<file path="src/rtl/psram_pkg.sv">
// rtl/psram_pkg.sv - shared FSM encodings and request-entry layout for the PSRAM byte initiator
package psram_pkg;

    typedef enum logic [1:0] {
        ST_IDLE  = 2'd0,
        ST_CMD   = 2'd1,
        ST_WWAIT = 2'd2,
        ST_RWAIT = 2'd3
    } state_t;

    localparam int ADDR_W = 22;
    localparam int DATA_W = 8;

    // Request entry = {write, address[21:0], wdata[7:0]}
    localparam int ENTRY_W         = 31;
    localparam int ENTRY_WDATA_LSB = 0;
    localparam int ENTRY_ADDR_LSB  = 8;
    localparam int ENTRY_WRITE_BIT = 30;

    function automatic logic [ENTRY_W-1:0] pack_entry(
        input logic              write,
        input logic [ADDR_W-1:0] address,
        input logic [DATA_W-1:0] wdata
    );
        return {write, address, wdata};
    endfunction

endpackage

</file>
<file path="src/rtl/psram_req_fifo.sv">
// rtl/psram_req_fifo.sv - synchronous first-word-fall-through request FIFO
module psram_req_fifo #(
    parameter int WIDTH = 31,
    parameter int DEPTH = 4
) (
    input  logic             clk,
    input  logic             n_reset,
    input  logic             push,
    input  logic [WIDTH-1:0] push_data,
    input  logic             pop,
    output logic [WIDTH-1:0] pop_data,
    output logic             full,
    output logic             empty
);

    // DEPTH is a power of two, so the pointers wrap naturally.
    localparam int PTR_W = (DEPTH > 1) ? $clog2(DEPTH) : 1;

    logic [WIDTH-1:0] mem [DEPTH];
    logic [PTR_W-1:0] wr_ptr;
    logic [PTR_W-1:0] rd_ptr;
    logic [PTR_W:0]   count;
    logic             do_push;
    logic             do_pop;

    assign do_push  = push & ~full;
    assign do_pop   = pop & ~empty;
    assign full     = (count == (PTR_W+1)'(DEPTH));
    assign empty    = (count == '0);
    assign pop_data = mem[rd_ptr];

    // Pointer and occupancy bookkeeping; reset flushes the queue.
    always_ff @(posedge clk) begin
        if (!n_reset) begin
            wr_ptr <= '0;
            rd_ptr <= '0;
            count  <= '0;
        end else begin
            if (do_push) begin
                wr_ptr <= wr_ptr + 1'b1;
            end
            if (do_pop) begin
                rd_ptr <= rd_ptr + 1'b1;
            end
            if (do_push && !do_pop) begin
                count <= count + 1'b1;
            end else if (do_pop && !do_push) begin
                count <= count - 1'b1;
            end
        end
    end

    // Storage array; contents are don't-care until written.
    always_ff @(posedge clk) begin
        if (do_push) begin
            mem[wr_ptr] <= push_data;
        end
    end

endmodule

</file>
<file path="src/rtl/psram_byte_initiator.sv">
// rtl/psram_byte_initiator.sv - queued byte requester for the PSRAM port; PSRAM_TIMEOUT_EN adds a read watchdog
module psram_byte_initiator
    import psram_pkg::*;
#(
    parameter int FIFO_DEPTH     = 4,
    parameter int TIMEOUT_CYCLES = 64
) (
    input  logic              clk,
    input  logic              n_reset,
    input  logic              req_valid,
    output logic              req_ready,
    input  logic              req_write,
    input  logic [ADDR_W-1:0] req_address,
    input  logic [DATA_W-1:0] req_wdata,
    output logic              rsp_valid,
    output logic [DATA_W-1:0] rsp_rdata,
    output logic              rsp_timeout,
    output logic              idle,
    input  logic              initial_busy,
    output logic              mem_rd,
    output logic              mem_wr,
    input  logic              mem_busy,
    output logic [ADDR_W-1:0] mem_address,
    output logic [DATA_W-1:0] mem_wdata,
    input  logic [DATA_W-1:0] mem_rdata,
    input  logic              mem_rdata_en
);

    state_t               state;
    logic                 push;
    logic                 pop;
    logic                 fifo_full;
    logic                 fifo_empty;
    logic [ENTRY_W-1:0]   push_entry;
    logic [ENTRY_W-1:0]   head;
    logic                 wwait_first;

    // Not ready while reset is held, so nothing is queued into a flushing FIFO.
    assign req_ready  = n_reset & ~fifo_full;
    assign push       = req_valid & req_ready;
    assign push_entry = pack_entry(req_write, req_address, req_wdata);
    assign pop        = (state == ST_IDLE) & ~fifo_empty & ~initial_busy & ~mem_busy;
    assign idle       = (state == ST_IDLE) & fifo_empty;

    psram_req_fifo #(
        .WIDTH (ENTRY_W),
        .DEPTH (FIFO_DEPTH)
    ) u_req_fifo (
        .clk       (clk),
        .n_reset   (n_reset),
        .push      (push),
        .push_data (push_entry),
        .pop       (pop),
        .pop_data  (head),
        .full      (fifo_full),
        .empty     (fifo_empty)
    );

`ifdef PSRAM_TIMEOUT_EN
    localparam int WD_W = (TIMEOUT_CYCLES > 2) ? $clog2(TIMEOUT_CYCLES) : 1;
    logic [WD_W-1:0] wd_count;
`else
    // Watchdog compiled out; the comparison is constant false and only keeps the
    // parameter list identical between builds.
    assign rsp_timeout = (TIMEOUT_CYCLES < 0);
`endif

    // Command sequencer: issue one queued request, then wait for the port to finish it.
    always_ff @(posedge clk) begin
        if (!n_reset) begin
            state       <= ST_IDLE;
            mem_rd      <= 1'b0;
            mem_wr      <= 1'b0;
            mem_address <= '0;
            mem_wdata   <= '0;
            rsp_valid   <= 1'b0;
            rsp_rdata   <= '0;
            wwait_first <= 1'b0;
`ifdef PSRAM_TIMEOUT_EN
            rsp_timeout <= 1'b0;
            wd_count    <= '0;
`endif
        end else begin
            rsp_valid <= 1'b0;
`ifdef PSRAM_TIMEOUT_EN
            rsp_timeout <= 1'b0;
`endif
            case (state)
                ST_IDLE: begin
                    if (pop) begin
                        mem_wr      <= head[ENTRY_WRITE_BIT];
                        mem_rd      <= ~head[ENTRY_WRITE_BIT];
                        mem_address <= head[ENTRY_ADDR_LSB +: ADDR_W];
                        mem_wdata   <= head[ENTRY_WDATA_LSB +: DATA_W];
                        state       <= ST_CMD;
                    end
                end
                ST_CMD: begin
                    mem_rd      <= 1'b0;
                    mem_wr      <= 1'b0;
                    wwait_first <= 1'b1;
`ifdef PSRAM_TIMEOUT_EN
                    wd_count    <= '0;
`endif
                    state       <= mem_wr ? ST_WWAIT : ST_RWAIT;
                end
                ST_WWAIT: begin
                    // Busy is still rising on the first cycle, so it is not trusted yet.
                    if (wwait_first) begin
                        wwait_first <= 1'b0;
                    end else if (!mem_busy) begin
                        state <= ST_IDLE;
                    end
                end
                ST_RWAIT: begin
                    // Data takes priority over a coincident watchdog expiry.
                    if (mem_rdata_en) begin
                        rsp_rdata <= mem_rdata;
                        rsp_valid <= 1'b1;
                        state     <= ST_IDLE;
                    end
`ifdef PSRAM_TIMEOUT_EN
                    else if (wd_count == WD_W'(TIMEOUT_CYCLES - 1)) begin
                        rsp_rdata   <= 8'hFF;
                        rsp_valid   <= 1'b1;
                        rsp_timeout <= 1'b1;
                        state       <= ST_IDLE;
                    end else begin
                        wd_count <= wd_count + 1'b1;
                    end
`endif
                end
                default: begin
                    state <= ST_IDLE;
                end
            endcase
        end
    end

endmodule

</file>
<file path="config.mk">
export PLATFORM = sky130hd
export DESIGN_NAME = psram_byte_initiator
export DESIGN_NICKNAME = d
export VERILOG_FILES = /design/src/rtl/psram_pkg.sv /design/src/rtl/psram_req_fifo.sv /design/src/rtl/psram_byte_initiator.sv
export SDC_FILE = /design/constraint.sdc
export NUM_CORES = 1
export LEC_CHECK = 0
export BUFFER_PORTS_ARGS = -buffer_cell sky130_fd_sc_hd__buf_4
export CAP_MARGIN = 20
export CORE_MARGIN = 10
export CORE_UTILIZATION = 50
export DETAILED_ROUTE_END_ITERATION = 10
export PLACE_DENSITY = 0.71
export SLEW_MARGIN = 20
export SYNTH_ARGS = -nofsm -noshare
export SYNTH_HDL_FRONTEND = slang
export SYNTH_SLANG_ARGS = --single-unit
</file>
<file path="constraint.sdc">
create_clock -name clk -period 5.75 [get_ports clk]
set_clock_uncertainty 0.05 [all_clocks]
set_input_delay 0.2875 -clock clk [delete_from_list [all_inputs] [get_ports clk]]
set_output_delay 0.2875 -clock clk [all_outputs]
set_load 0.05 [all_outputs]
</file>
* Yosys cells after proc, flatten, opt, wreduce, memory -nomap -nowiden
Memory sizes are Yosys's and may differ from the RTL's. A register that Yosys moved wholly into a read port is not among the register bits. Cells that the tools add are included.
Word-level totals: register bits 51, bits in writable memories 124, input port bits 45, output and inout bits 44, word-level logic and storage cells 69, memories kept 1
Memories:
- u_req_fifo.mem | words 4, bits a word 31, read ports 1, clocked after memory_dff 1, wr ports 1, line psram_req_fifo.sv:19 | logic [WIDTH-1:0] mem [DEPTH];
Cells by class: $add $sub $neg 4, equal/unequal tests 8, muxes and demuxes 18, bitwise logic cells 13, reduce and logical (&&, ||, !) cells 14
Operators with widths (number):
- $mux W2 | 6
- $and A1 B1 Y1 | 8
- $pmux W2 S4 | 1
- $reduce_and A2 Y1 | 4
- $mux W1 | 6
- $mux W3 | 2
- $ne A2 B2 Y1 const B | 3
- $pmux W1 S2 | 3
- $reduce_bool A2 Y1 | 3
- $not A1 Y1 | 5
- $add A2 B1 Y2 const B | 2
- $eq A2 B2 Y1 const B | 2
- $reduce_and A4 Y1 | 1
- $add A3 B1 Y3 const B | 1
- $eq A3 B3 Y1 const B | 1
- $logic_not A3 Y1 | 1
- $sub A3 B1 Y3 const B | 1
- $eq A2 B1 Y1 const B | 1
- $logic_and A1 B1 Y1 | 2
- $logic_not A1 Y1 | 2
- $logic_not A2 Y1 | 1
- $ne A2 B1 Y1 const B | 1

* Logic depth before layout (Yosys ltp)
Gate-level depths: netlist (run 1).
depth in word-level cells 9, depth in mapped cells 13, gate-level depth less buffers 11

* Modules after synthesis
From an unflattened synthesis (run 1), not the netlist that was laid out.
Unflattened totals: cells, all modules 417, area total of the unflattened synthesis 6754.0 µm²
By module, submodules not included:
- psram_req_fifo | times used 1, cells each 209, area an instance 4959.8 µm², seq. area each 3903.7 µm²
- psram_byte_initiator | times used 1, cells each 208, area an instance 1794.2 µm², seq. area each 880.8 µm²

* Worst setup path before layout (run 1)
OpenSTA, ideal clock, no wires.
kind register -> register, start register state[0], end register state[0], library setup time 0.123 ns, arrival 2.755 ns, required time 5.577 ns, path slack 2.823 ns, stages on the path, launching flop included 6, path buffers 0, period minus slack after synthesis 2.927 ns, path through dfxtp_1 > inv_1 > ha_1 > nor4b_1 > and4b_1 > mux2i_1
Between the ends: word-level cells in the longest chain between the ends 6, elaborated cells on any way between the ends 13
Ends and longest elaborated chain:
- start: declaration | line psram_byte_initiator.sv:29 | state_t state;
- start signal: assignment | line psram_byte_initiator.sv:105 | state <= mem_wr ? ST_WWAIT : ST_RWAIT;
- $logic_not A2 Y1 | line psram_byte_initiator.sv:42, psram_byte_initiator.sv:88
- $and A1 B1 Y1 (3 in series) | line psram_byte_initiator.sv:42 | assign pop = (state == ST_IDLE) & ~fifo_empty & ~initial_busy & ~mem_busy;
- $ne A2 B1 Y1 (no line)
- $reduce_and A4 Y1 (no line)
Several ways; a longest one is shown, not always the timed one. A chain may end at the register's enable or synchronous reset.

* Final worst setup path (run 1)
start register state[0], end register u_req_fifo.count[2]
Between the ends: word-level cells in the longest chain between the ends 8, elaborated cells on any way between the ends 10
Ends and longest elaborated chain:
- $logic_not A2 Y1 * | line psram_byte_initiator.sv:42
- $and A1 B1 Y1 * (3 in series) | line psram_byte_initiator.sv:42
- $and A1 B1 Y1 * | line psram_req_fifo.sv:27 | assign do_pop = pop & ~empty;
- $logic_not A1 Y1 | line psram_req_fifo.sv:45 | if (do_push && !do_pop) begin
- $logic_and A1 B1 Y1 | line psram_req_fifo.sv:45
- $mux W3 / $reduce_bool A2 Y1 (equally long branches)
- end signal: assignment | line psram_req_fifo.sv:46 | count <= count + 1'b1;
- end signal: assignment | line psram_req_fifo.sv:48 | count <= count - 1'b1;
- end: declaration | line psram_req_fifo.sv:22 | logic [PTR_W:0] count;
Mark *: on every way between the ends. The rest lies on a longest branch, timed or not.

==> impl_results.md, run 1 <==
* Pre-CTS setup slack at ~2700 ps
* First-pass DRT Iterations at 4
* Sw frac at 0.2737
* Vias per cell at between 5 and 6
* Clock power share at 0.338
* Tot GR Track Use at 0.1450
* Worst-margin pin slew at just under 900 ps
* R2r setup slk at ~2700 ps
* Port bufs at 87
* Initial Util at 0.5178
* Crit Path Max Fanout at 33
* Post-CTS Setup Inserts at 0
* DIE AREA at about 18000 sq um
* Largest net degree at the start of global routing at 43
* Area delta synth->final at 22.38%
* Placed cell areas at 7417 sq um
* Final WL at 12.67 mm
* Post-DP HPWL at just under 8 mm
* Worst Setup Start Kind: flop
* Leak pwr at approximately 2.8 nW
* Vias in the first global route at ~3900
* Main synth FF type: edfxtp_1
* WHS Endpoint: u_req_fifo.mem[2][24]
* CP Capture Type: flop
* Reg clk slew, reported paths at ~60 ps
* Comb pwr share at 0.193
* Register area share after synthesis at 0.7234
* Worst reg-to-reg path cell count at 11
* ANT nets after route at 0
* Worst IR Drop VDD at ~0.00023 V
* Row cnt at about 40
* Antenna Cells at 0
* H-tree Lvls at 4
* Initial antenna violation count at 0
* Layout cells sized above 1 at 0.3174
* Core Area at between 10000 and 15000 sq um
* CTS buffer count at 17
* Worst setup path class: reg -> reg
* MaxCap Viol Count at 0
* Setup TNS at 0 ps
* First-pass GRT wire length at 20.27 mm
* Tcrit/Tclk final at 0.5300
* Cell area after synthesis at around 6600 sq um
* Syn Nets at between 400 and 500
* Later-pin clock latency in the skew report at 430 ps
* Async set-or-reset flop fraction in the synthesized netlist at 0
* Congestion Overflow GR at 0
* EDFF count, synth at ~120
* Filler Cell Count at 908
* Synth unique cells at 37
* Die Ht at between 100 and 150 um
* Nets at between 500 and 600
* Routed wire per std cell at roughly 19 um
* CTS tree: yes
* Die extent in x at ~140 um
* DR DRC count at 0
* Clk sinks at around 180
* Psw at around 0.00091 W
* Clk root buf: clkbuf_16
* Max-slew violations at 0
* Post-route cell area at 8094 sq um
* Hold depth at 1
* Worst path arrival time at between 3000 and 4000 ps
* DR vias at between 3000 and 4000
* Hold path start: req_address[16]
* Reg2reg end: u_req_fifo.count[2]
* Seq pwr share at 0.469
* Ys Warns at 0
* Placer congestion estimate at approximately 0.70
* Post-CTS sizing at 0
* P_int at between 0.002 and 0.0025 W
* Final hold vios at 0
* Worst r2r src: state[0]
* Max Freq at ~330 MHz
* Slew headroom at 0.4091
* Starting DRT DRC Count at ~260
* Cell count after synthesis at 392
* PnR worst setup slack at around 2700 ps
* Syn_area_per_cell at around 17 sq um
* Required time of the critical path at ~6000 ps
* Fin crit period at a little over 3000 ps
* Worst-case clock buffer depth at 2
* PwrDens at ~400 nW/um^2
* CTS Hold Bufs at 9
* HP Class: in -> reg
* Num ports at a little under 90
* Unrepaired setup endpoints after global routing: false
* # setup viols final at 0
* Seq cells post-synth at ~180
* Status: completed
==> sequential cells by signal (all words and copies together), names as in the netlist, named ones only <==
register / flops
mem_address: 22
mem_rd: 1
mem_wdata: 8
mem_wr: 1
rsp_rdata: 8
rsp_valid: 1
state: 2
u_req_fifo.count: 3
u_req_fifo.mem: 124
u_req_fifo.rd_ptr: 2
u_req_fifo.wr_ptr: 2
wwait_first: 1
==> layout make-up <==
| type | count | area [sq um] | share of cell area |
|---|---|---|---|
| clock buffer | 19 | 432.9 | 0.05349 |
| clock inverter | 13 | 143.9 | 0.01778 |
| inverter | 10 | 37.54 | 0.004638 |
| multi-input combinational | 183 | 1709 | 0.2112 |
| sequential | 177 | 4787 | 0.5914 |
| tap | 172 | 215.2 | 0.02659 |
| timing repair buffer | 99 | 768.2 | 0.09491 |
==> placed cells by master, fill, tap and decap left out, types with 4 or more instances in the layout <==
cell	count
mux2i_1	5
nand3_1	8
nor2_1	5
inv_1	8
clkinv_2	5
buf_4	89
edfxtp_1	124
nand2_1	46
o2bb2ai_1	30
clkbuf_16	17
dlygate4sd3_1	10
o21ai_0	4
and2_2	4
a21oi_1	13
dfxtp_1	51
ha_1	9
mux4_2	31
==> per-layer routing <==
| layer | vias up | track usage | wire, um |
|---|---|---|---|
| met1 | 1787 | 0.1689 | 5398 |
| met2 | 112 | 0.2388 | 6206 |
| li1 | 1700 | - | - |
| met4 | 0 | 0.06280 | 205 |
| met5 | - | 0 | 0 |
| met3 | 18 | 0.04970 | 863 |
==> how the worst max path moves through the flow <==
stage,to,startpoint,depth (start not counted)
final,u_req_fifo.count[2],state[0],11
after floorplan,state[0],state[0],5
after global routing,u_req_fifo.count[2],state[0],11
after detailed placement,u_req_fifo.count[2],state[0],11
after global placement,u_req_fifo.count[2],state[0],11
after CTS,u_req_fifo.count[2],state[0],11
==> worst max-delay path, cell delays in order (launching register included) <==
cell and delay [ps]:
dfxtp_1 340, inv_1 90, ha_1 180, or3b_1 510, nor2_4 730, inv_2 40, ha_1 240, inv_1 70
fa_1 180, xor2_1 70, or3_1 310, a21oi_1 150
==> cells in the mapped netlist, drive strengths merged (3+ instances only) <==
cell / n / area (sq um)
edfxtp: 124 / 3724
dfxtp: 53 / 1061
nand2: 46 / 172.7
mux4: 31 / 698.2
o2bb2ai: 30 / 262.8
a21oi: 13 / 65.06
buf: 11 / 57.56
clkbuf: 11 / 41.29
inv: 10 / 37.54
ha: 9 / 112.6
nand3: 8 / 40.04
nor2: 6 / 25.03
mux2i: 5 / 50.05
o21ai: 5 / 25.02
and2: 4 / 25.02
nor3: 3 / 25.02
==> power by group through the flow <==
stage	Clock [W]	Sequential, W	Combinational, W
6_report	0.00112	0.00155	0.000640
2_1_floorplan	0	0.00168	0.000342
3_3_place_gp	0	0.00157	0.000627
4_1_cts	0.00114	0.00155	0.000651
5_1_grt	0.00118	0.00157	0.000692
3_5_place_dp	0	0.00158	0.000643
==> through the flow <==
stage / power, W / util / cells / hold WS, ps
floorplan: 0.002022 / - / 392 / 336.4
global placement: 0.002199 / 0.5807 / 631 / 393.9
detailed placement: 0.002222 / 0.5807 / 631 / 403.7
CTS: 0.003340 / 0.6329 / 672 / 0.5156
global route: 0.003439 / 0.6337 / 673 / 5.061
finish: 0.003312 / 0.6337 / 673 / 12.93
==> cell families (layout without fill, tap and decap cells) <==
logic type,Yosys count,after routing,synth area share
DFF,177,177,0.7234
adders and majority gates,10,10,0.02005
AOI/OAI and AO/OA,53,53,0.06016
muxes,36,36,0.1131
buffers and inverters,32,141,0.02062
and+or+nand+nor,81,81,0.05940
other,1,1,0.0005670
xor gates and xnor gates,2,2,0.002649
No activity file was read; power rests on OpenSTA's default activity.
==> run 2: changes to the inputs <==
--- a/config.mk
+++ b/config.mk
@@ -10,7 +10,7 @@
 export CORE_MARGIN = 10
 export CORE_UTILIZATION = 50
 export DETAILED_ROUTE_END_ITERATION = 10
-export PLACE_DENSITY = 0.71
+export PLACE_DENSITY = 0.74
 export SLEW_MARGIN = 20
 export SYNTH_ARGS = -nofsm -noshare
 export SYNTH_HDL_FRONTEND = slang
==> constraint.sdc (replaced) <==
create_clock -name clk -period 2.8 [get_ports clk]
set_clock_uncertainty 0.05 [all_clocks]
set_input_delay 0.14 -clock clk [delete_from_list [all_inputs] [get_ports clk]]
set_output_delay 0.14 -clock clk [all_outputs]
set_load 0.05 [all_outputs]
==> run 2 against run 1 <==
Effect of this change:
- utilization increased by 3.5 points
- final area increased by 5.6%
- clock power increased by 88%
- global-route usage increased by 1.2 points
- combinational power increased by 120%
- die area unchanged
- largest cell class unchanged
- critical endpoint unchanged
- register-to-register slack got worse by 2400 ps
- highest routed layer unchanged
==> impl_results.md, run 2 (synthesized netlist as in run 1, its figures left out) <==
* Final hold vios at 0 (unchanged)
* Largest register FFs at 124 (unchanged)
* Worst r2r src: state[0]
* Vias per cell at 5.357 (-0.32%)
* Crit-path cells: inv_1, ha_1, or3b_1, nor2_4, inv_2, ha_1, inv_1, fa_1, xor2_1, or3_1, a21oi_1
* Hold depth at 4 (+3)
* Fin crit period at 2509 ps (-538.5 ps)
* Worst IR Drop VDD at 0.0004477 V (+91%)
* Largest net degree at the start of global routing at 42 (-2.3%)
* Final WL at 13.84 mm (+9.2%)
* Critical Path Max Stage Delay at 380 ps (-350 ps)
* Max Freq at 398.6 MHz (+21%)
* Largest Register: u_req_fifo.mem
* Later-pin clock latency in the skew report at 430 ps (about the same)
* Top delay family on crit path: adder cells
* Port bufs at 87 (unchanged)
* Util after Layout at 0.6689 (+0.03526)
* Worst-case clock buffer depth at 2 (unchanged)
* DR DRC count at 0 (unchanged)
* Row cnt at 41 (unchanged)
* # setup viols final at 0 (unchanged)
* CTS tree: yes
* Worst setup path class: reg -> reg
* H-tree Lvls at 4 (unchanged)
* Worst reg-to-reg path cell count at 11 (unchanged)
* Max-slew violations at 0 (unchanged)
* Nets at 589 (+8.5%)
* Worst-margin pin slew at 610.2 ps (-274.1 ps)
* Register area at 4787 sq um (unchanged)
* Largest regs: u_req_fifo.mem (124), mem_address (22)
* Required time of the critical path at 3100 ps (-2950 ps)
* Post-DP HPWL at 8.381 mm (+7.5%)
* Worst Setup Start Kind: flop
* Placed cell areas at 7553 sq um (+1.8%)
* ANT nets after route at 0 (unchanged)
* Core Area at 12770 sq um (unchanged)
* Footprint of the multi-input gates at 1715 sq um (+0.37%)
* Unrepaired setup endpoints after global routing: false
* Post-CTS sizing at 0 (unchanged)
* Worst path arrival time at 2810 ps (-540 ps)
* CP Capture Type: flop
* Post-route cell area at 8544 sq um (+5.6%)
* Tot Pwr at 0.006688 W (+100%)
* HP Class: in -> reg
* Die extent in x at 135.0 um (unchanged)
* R2r setup slk at 290 ps (-2410 ps)
* Slew headroom at 0.5910 (+0.1819)
* DIE AREA at 18230 sq um (unchanged)
* Setup TNS at 0 ps (unchanged)
* Routed wire per std cell at 19.24 um (+2.2%)
* Area delta synth->final at 29.19%
* Worst path slowest cell: dfxtp_1
* Antenna Cells at 0 (unchanged)
* DR vias at 3852 (+6.5%)
* Congestion Overflow GR at 0 (unchanged)
* Crit Path Max Fanout at 8 (-76%)
* Num ports at 89 (unchanged)
* Initial antenna violation count at 0 (unchanged)
* Reg2reg end: u_req_fifo.count[2]
* Clk root buf: clkbuf_16
* Tcrit/Tclk final at 0.8960 (+0.3661)
* Leak pwr at 2.973 nW (+5.9%)
* Tot GR Track Use at 0.1572 (+0.01211)
* CTS Hold Bufs at 47 (+38)
* Most common cell after layout, fill and taps aside: edfxtp_1
* Placer congestion estimate at 0.7038 (+0.74%)
* Layout cells sized above 1 at 0.3126 (-0.004751)
* Status: completed
* WHS Endpoint: rsp_valid
* MaxCap Viol Count at 0 (unchanged)
* Starting DRT DRC Count at 289 (+10%)
* Hold path start: n_reset
* CP Buf/Inv Count at 3 (unchanged)
* First-pass GRT wire length at 21.78 mm (+7.5%)
* Clk sinks at 177 (unchanged)
* Most frequent cells in the layout: 124 x edfxtp_1, 93 x buf_4, 51 x dfxtp_1
* PwrDens at 782.7 nW/um^2 (+91%)
* Die Ht at 135.0 um (unchanged)
* Post-CTS Setup Inserts at 0 (unchanged)
* Reg clk slew, reported paths at 60 ps (about the same)
* Initial Util at 0.5178 (unchanged)
* Vias in the first global route at 3978 (+1.9%)
* CTS buffer count at 17 (unchanged)
* First-pass DRT Iterations at 6 (+2)
* WHS at 154.2 ps (+141.3 ps)
* Filler Cell Count at 854 (-5.9%)
[run 2: routing by layer]
metal | vias to the layer above | global-route usage | part of all wire
li1 | 1798 | - | -
met5 | - | 0 | 0
met4 | 0 | 0.06699 | 0.020
met3 | 20 | 0.04822 | 0.063
met1 | 1900 | 0.1844 | 0.41
met2 | 134 | 0.2620 | 0.50
[run 2: tightest hold or removal path: stages]
cell and delay (ps):
buf_4 110, inv_2 40, buf_4 190, nor2_1 100
[run 2: power by group]
group	leakage (nW)	total [W]	switching [W]	internal [W]
clock	0.256	0.00210	0.000964	0.00113
sequential	1.56	0.00320	0.000149	0.00305
combinational	1.16	0.00139	0.000828	0.000564
[run 2: area by class of cell]
type / count / share of cell area
clock buffer: 19 / 0.05067
clock inverter: 13 / 0.01025
inverter: 10 / 0.004393
multi-input combinational: 183 / 0.2008
sequential: 177 / 0.5603
tap: 172 / 0.02519
timing repair buffer: 145 / 0.1485
[run 2: how the worst max path moves through the flow]
stage	start	endpoint	slack, ps	cells after the start
after floorplan	state[0]	u_req_fifo.count[2]	330	13
after global placement	state[0]	u_req_fifo.count[2]	420	11
after detailed placement	state[0]	u_req_fifo.count[2]	310	11
after CTS	state[0]	u_req_fifo.count[2]	290	11
after global routing	state[0]	u_req_fifo.count[2]	120	11
final	state[0]	u_req_fifo.count[2]	290	11
[run 2: metrics by stage]
stage,worst slack (ps),cells
6_report,291.1,719
5_1_grt,119.2,719
4_1_cts,290.6,719
3_5_place_dp,314.5,640
3_3_place_gp,420.0,640
2_1_floorplan,332.4,392
==> run 3: changes to the inputs <==
--- a/config.mk
+++ b/config.mk
@@ -10,8 +10,9 @@
 export CORE_MARGIN = 10
 export CORE_UTILIZATION = 50
 export DETAILED_ROUTE_END_ITERATION = 10
-export PLACE_DENSITY = 0.74
+export PLACE_DENSITY = 0.71
 export SLEW_MARGIN = 20
 export SYNTH_ARGS = -nofsm -noshare
 export SYNTH_HDL_FRONTEND = slang
+export SYNTH_HIERARCHICAL = 1
 export SYNTH_SLANG_ARGS = --single-unit
==> constraint.sdc (replaced) <==
create_clock -name clk -period 2.6 [get_ports clk]
set_clock_uncertainty 0.05 [all_clocks]
set_input_delay 0.13 -clock clk [delete_from_list [all_inputs] [get_ports clk]]
set_output_delay 0.13 -clock clk [all_outputs]
set_load 0.05 [all_outputs]
==> run 3 against run 2 <==
Effect of this change:
- combinational power down 14%
- non-clock buffer count down 2
- critical path depth unchanged
- sequential share of layout area down 0.73 points
- total power up 4.8%
- fmax up 3.3%
- final area up 1.4%
- count of clock-buffer cells in the layout down 2
- highest routed layer unchanged
- routed wire length down 3.2%
- worst hold slack worse by 60 ps
- sequential cell count unchanged
- clock power up 19%
==> impl_results.md, run 3 <==
* Num ports at 89 (unchanged)
* Worst setup path class: reg -> reg
* Clk root buf: clkbuf_16
* Required time of the critical path at 2890 ps (-210 ps)
* Worst IR Drop VDD at 0.0005500 V (+23%)
* Cell count after synthesis at 417 (+6.4%)
* Most common cell after layout, fill and taps aside: edfxtp_1
* Post-CTS Setup Inserts at 0 (unchanged)
* Clock power share at 0.357 (+0.043)
* Setup crit end: u_req_fifo/count[2]
* Area contributors post-synth: edfxtp_1 55%, dfxtp_1 16%, mux4_2 10%
* CTS buffer count at 17 (unchanged)
* H-tree Lvls at 4 (unchanged)
* Largest net degree at the start of global routing at 57 (+36%)
* Seq pwr share at 0.471 (-0.007)
* Worst-margin pin slew at 869.4 ps (+259.2 ps)
* DR DRC count at 0 (unchanged)
* Tot GR Track Use at 0.1493 (-0.007844)
* Worst Setup Start Kind: flop
* Filler Cell Count at 967 (+13%)
* DIE AREA at 18560 sq um (+1.8%)
* Crit path from: state[1]
* ANT nets after route at 0 (unchanged)
* Status: completed
* Initial antenna violation count at 0 (unchanged)
* Max Freq at 411.8 MHz (+3.3%)
* CTS tree: yes
* Count leader, synth: edfxtp_1
* Starting DRT DRC Count at 288 (-0.35%)
* Largest register FFs at 124 (unchanged)
* Footprint of the multi-input gates at 1837 sq um (+7.1%)
* Most frequent cells in the layout: 124 x edfxtp_1, 95 x buf_4, 78 x nand2_1
* Nets at 612 (+3.9%)
* HP Class: in -> reg
* Share of the synthesized area in the top cell type at 0.5513 (-0.01168)
* Hold path start: mem_busy
* Antenna Cells at 0 (unchanged)
* Clk sinks at 177 (unchanged)
* Sw frac at 0.2668 (-0.02336)
* Fin crit period at 2428 ps (-80.70 ps)
* Post-DP HPWL at 8.156 mm (-2.7%)
* Worst r2r src: state[1]
* Main synth FF type: edfxtp_1
* Worst-case clock buffer depth at 2 (unchanged)
* Slew headroom at 0.4204 (-0.1706)
* Worst path arrival time at 2720 ps (-90 ps)
* Leak pwr at 3.028 nW (+1.9%)
* P_int at 0.005137 W (+8.2%)
* Layout cells sized above 1 at 0.3093 (-0.003300)
* Final hold vios at 0 (unchanged)
* R2r setup slk at 170 ps (-120 ps)
* PwrDens at 808.8 nW/um^2 (+3.3%)
* Seq cells post-synth at 177 (unchanged)
* Cell area after synthesis at 6754 sq um (+2.1%)
* Tcrit/Tclk final at 0.9339 (+0.03789)
* Hold depth at 4 (unchanged)
* Placer congestion estimate at 0.7555 (+7.3%)
* Syn_area_per_cell at 16.20 sq um (-4.0%)
* Row cnt at 42 (+2.4%)
* Reg clk slew, reported paths at 60 ps (about the same)
* Async set-or-reset flop fraction in the synthesized netlist at 0 (unchanged)
* Core Area at 13240 sq um (+3.7%)
* First-pass GRT wire length at 21.46 mm (-1.5%)
* Area leader, netlist: edfxtp_1
* Area delta synth->final at 28.25%
* Comb pwr share at 0.172 (-0.036)
* Register area share after synthesis at 0.7084 (-0.01501)
* Die Ht at 136.2 um (+0.90%)
* Synth unique cells at 37 (unchanged)
* Ys Warns at 6 (+6)
* Largest regs: u_req_fifo/mem (124), mem_address (22)
* Setup TNS at 0 ps (unchanged)
* Final WL at 13.39 mm (-3.2%)
* First-pass DRT Iterations at 4 (-2)
* CP Capture Type: flop
* Die extent in x at 136.2 um (+0.90%)
* # setup viols final at 0 (unchanged)
* Congestion Overflow GR at 0 (unchanged)
* Register area at 4790 sq um (about the same)
* EDFF count, synth at 124 (unchanged)
* Max-slew violations at 0 (unchanged)
* Tot Pwr at 0.007006 W (+4.8%)
* WHS at 94.13 ps (-60.06 ps)
* Reg2reg end: u_req_fifo/count[2]
* Vias per cell at 5.223 (-2.5%)
* Crit Path Max Fanout at 4 (-4)
* Worst reg-to-reg path cell count at 11 (unchanged)
* Psw at 0.001870 W (-3.7%)
* MaxCap Viol Count at 0 (unchanged)
* Routed wire per std cell at 17.98 um (-6.6%)
* Later-pin clock latency in the skew report at 420 ps (about the same)
* DR vias at 3891 (+1.0%)
* Largest Register: u_req_fifo/mem
* Initial Util at 0.5100 (-0.007763)
* Unrepaired setup endpoints after global routing: false
* Commonest cells post-synth: 124 x edfxtp_1, 78 x nand2_1, 53 x dfxtp_1
* Syn Nets at 473 (+5.8%)
* Vias in the first global route at 4177 (+5.0%)
* Port bufs at 87 (unchanged)
-- run 3: timing repair --
action,in CTS,in global routing
gates resized for setup,0,5
setup endpoints to repair,0,2
endpoints found under the hold margin,133,0
hold buffers,47,0
-- run 3: power groups by stage --
stage	clock network [W]	registers, W	logic, W
2_1_floorplan	0	0.00353	0.000622
3_3_place_gp	0	0.00335	0.00111
3_5_place_dp	0	0.00336	0.00114
4_1_cts	0.00254	0.00330	0.00119
5_1_grt	0.00266	0.00332	0.00131
6_report	0.00250	0.00330	0.00120
-- run 3: per-stage QoR --
step                      utilization  instances  area (sq um)  setup slack (ps)
after floorplan                     -        417          6770             27.64
after global placement         0.5733        666          7592             138.3
after detailed placement       0.5733        666          7592             21.39
after CTS                      0.6530        745          8647             1.184
after global routing           0.6541        745          8662             18.53
final                          0.6541        745          8662             171.8
-- run 3: worst min path at each step --
| stage | to | slack, ps |
|---|---|---|
| floorplan | u_req_fifo/mem[0][0] | 180 |
| CTS | state[0] | 70 |
| global route | state[0] | 90 |
| detailed placement | u_req_fifo/mem[0][18] | 290 |
| global placement | u_req_fifo/mem[2][5] | 280 |
| finish | state[0] | 90 |
-- run 3: critical path, stage by stage (launching register included) --
cell and delay (ps):
dfxtp_1 390, inv_2 80, ha_4 180, or4b_4 210
clkinv_2 60, o31ai_2 80, ha_2 250, inv_1 50
fa_1 380, xor2_1 150, or3_1 310, a21boi_0 160
-- run 3: metal layers --
| metal | vias up | share of wire | track usage | routed length, um |
|---|---|---|---|---|
| met5 | - | 0 | 0 | 0 |
| met4 | 0 | 0.016 | 0.06095 | 218 |
| met3 | 18 | 0.059 | 0.04428 | 788 |
| met2 | 113 | 0.49 | 0.2433 | 6570 |
| met1 | 1939 | 0.43 | 0.1826 | 5816 |
| li1 | 1821 | - | - | - |
-- run 3: area by class of cell --
cell class | count | area share
clock buffer | 17 | 0.04911
clock inverter | 15 | 0.01834
inverter | 7 | 0.003178
multi-input combinational | 210 | 0.2120
sequential | 177 | 0.5529
tap | 176 | 0.02542
timing repair buffer | 143 | 0.1390
-- run 3: cell families after synthesis --
group	synth area share
buffers and inverters	0.02427
AND/OR/NAND/NOR	0.07225
multiplexers	0.1108
AO/OA/AOI/OAI	0.05706
flip-flops	0.7084
XOR/XNOR	0.005188
other	0.0005552
adder cells (fa/ha/maj)	0.02149
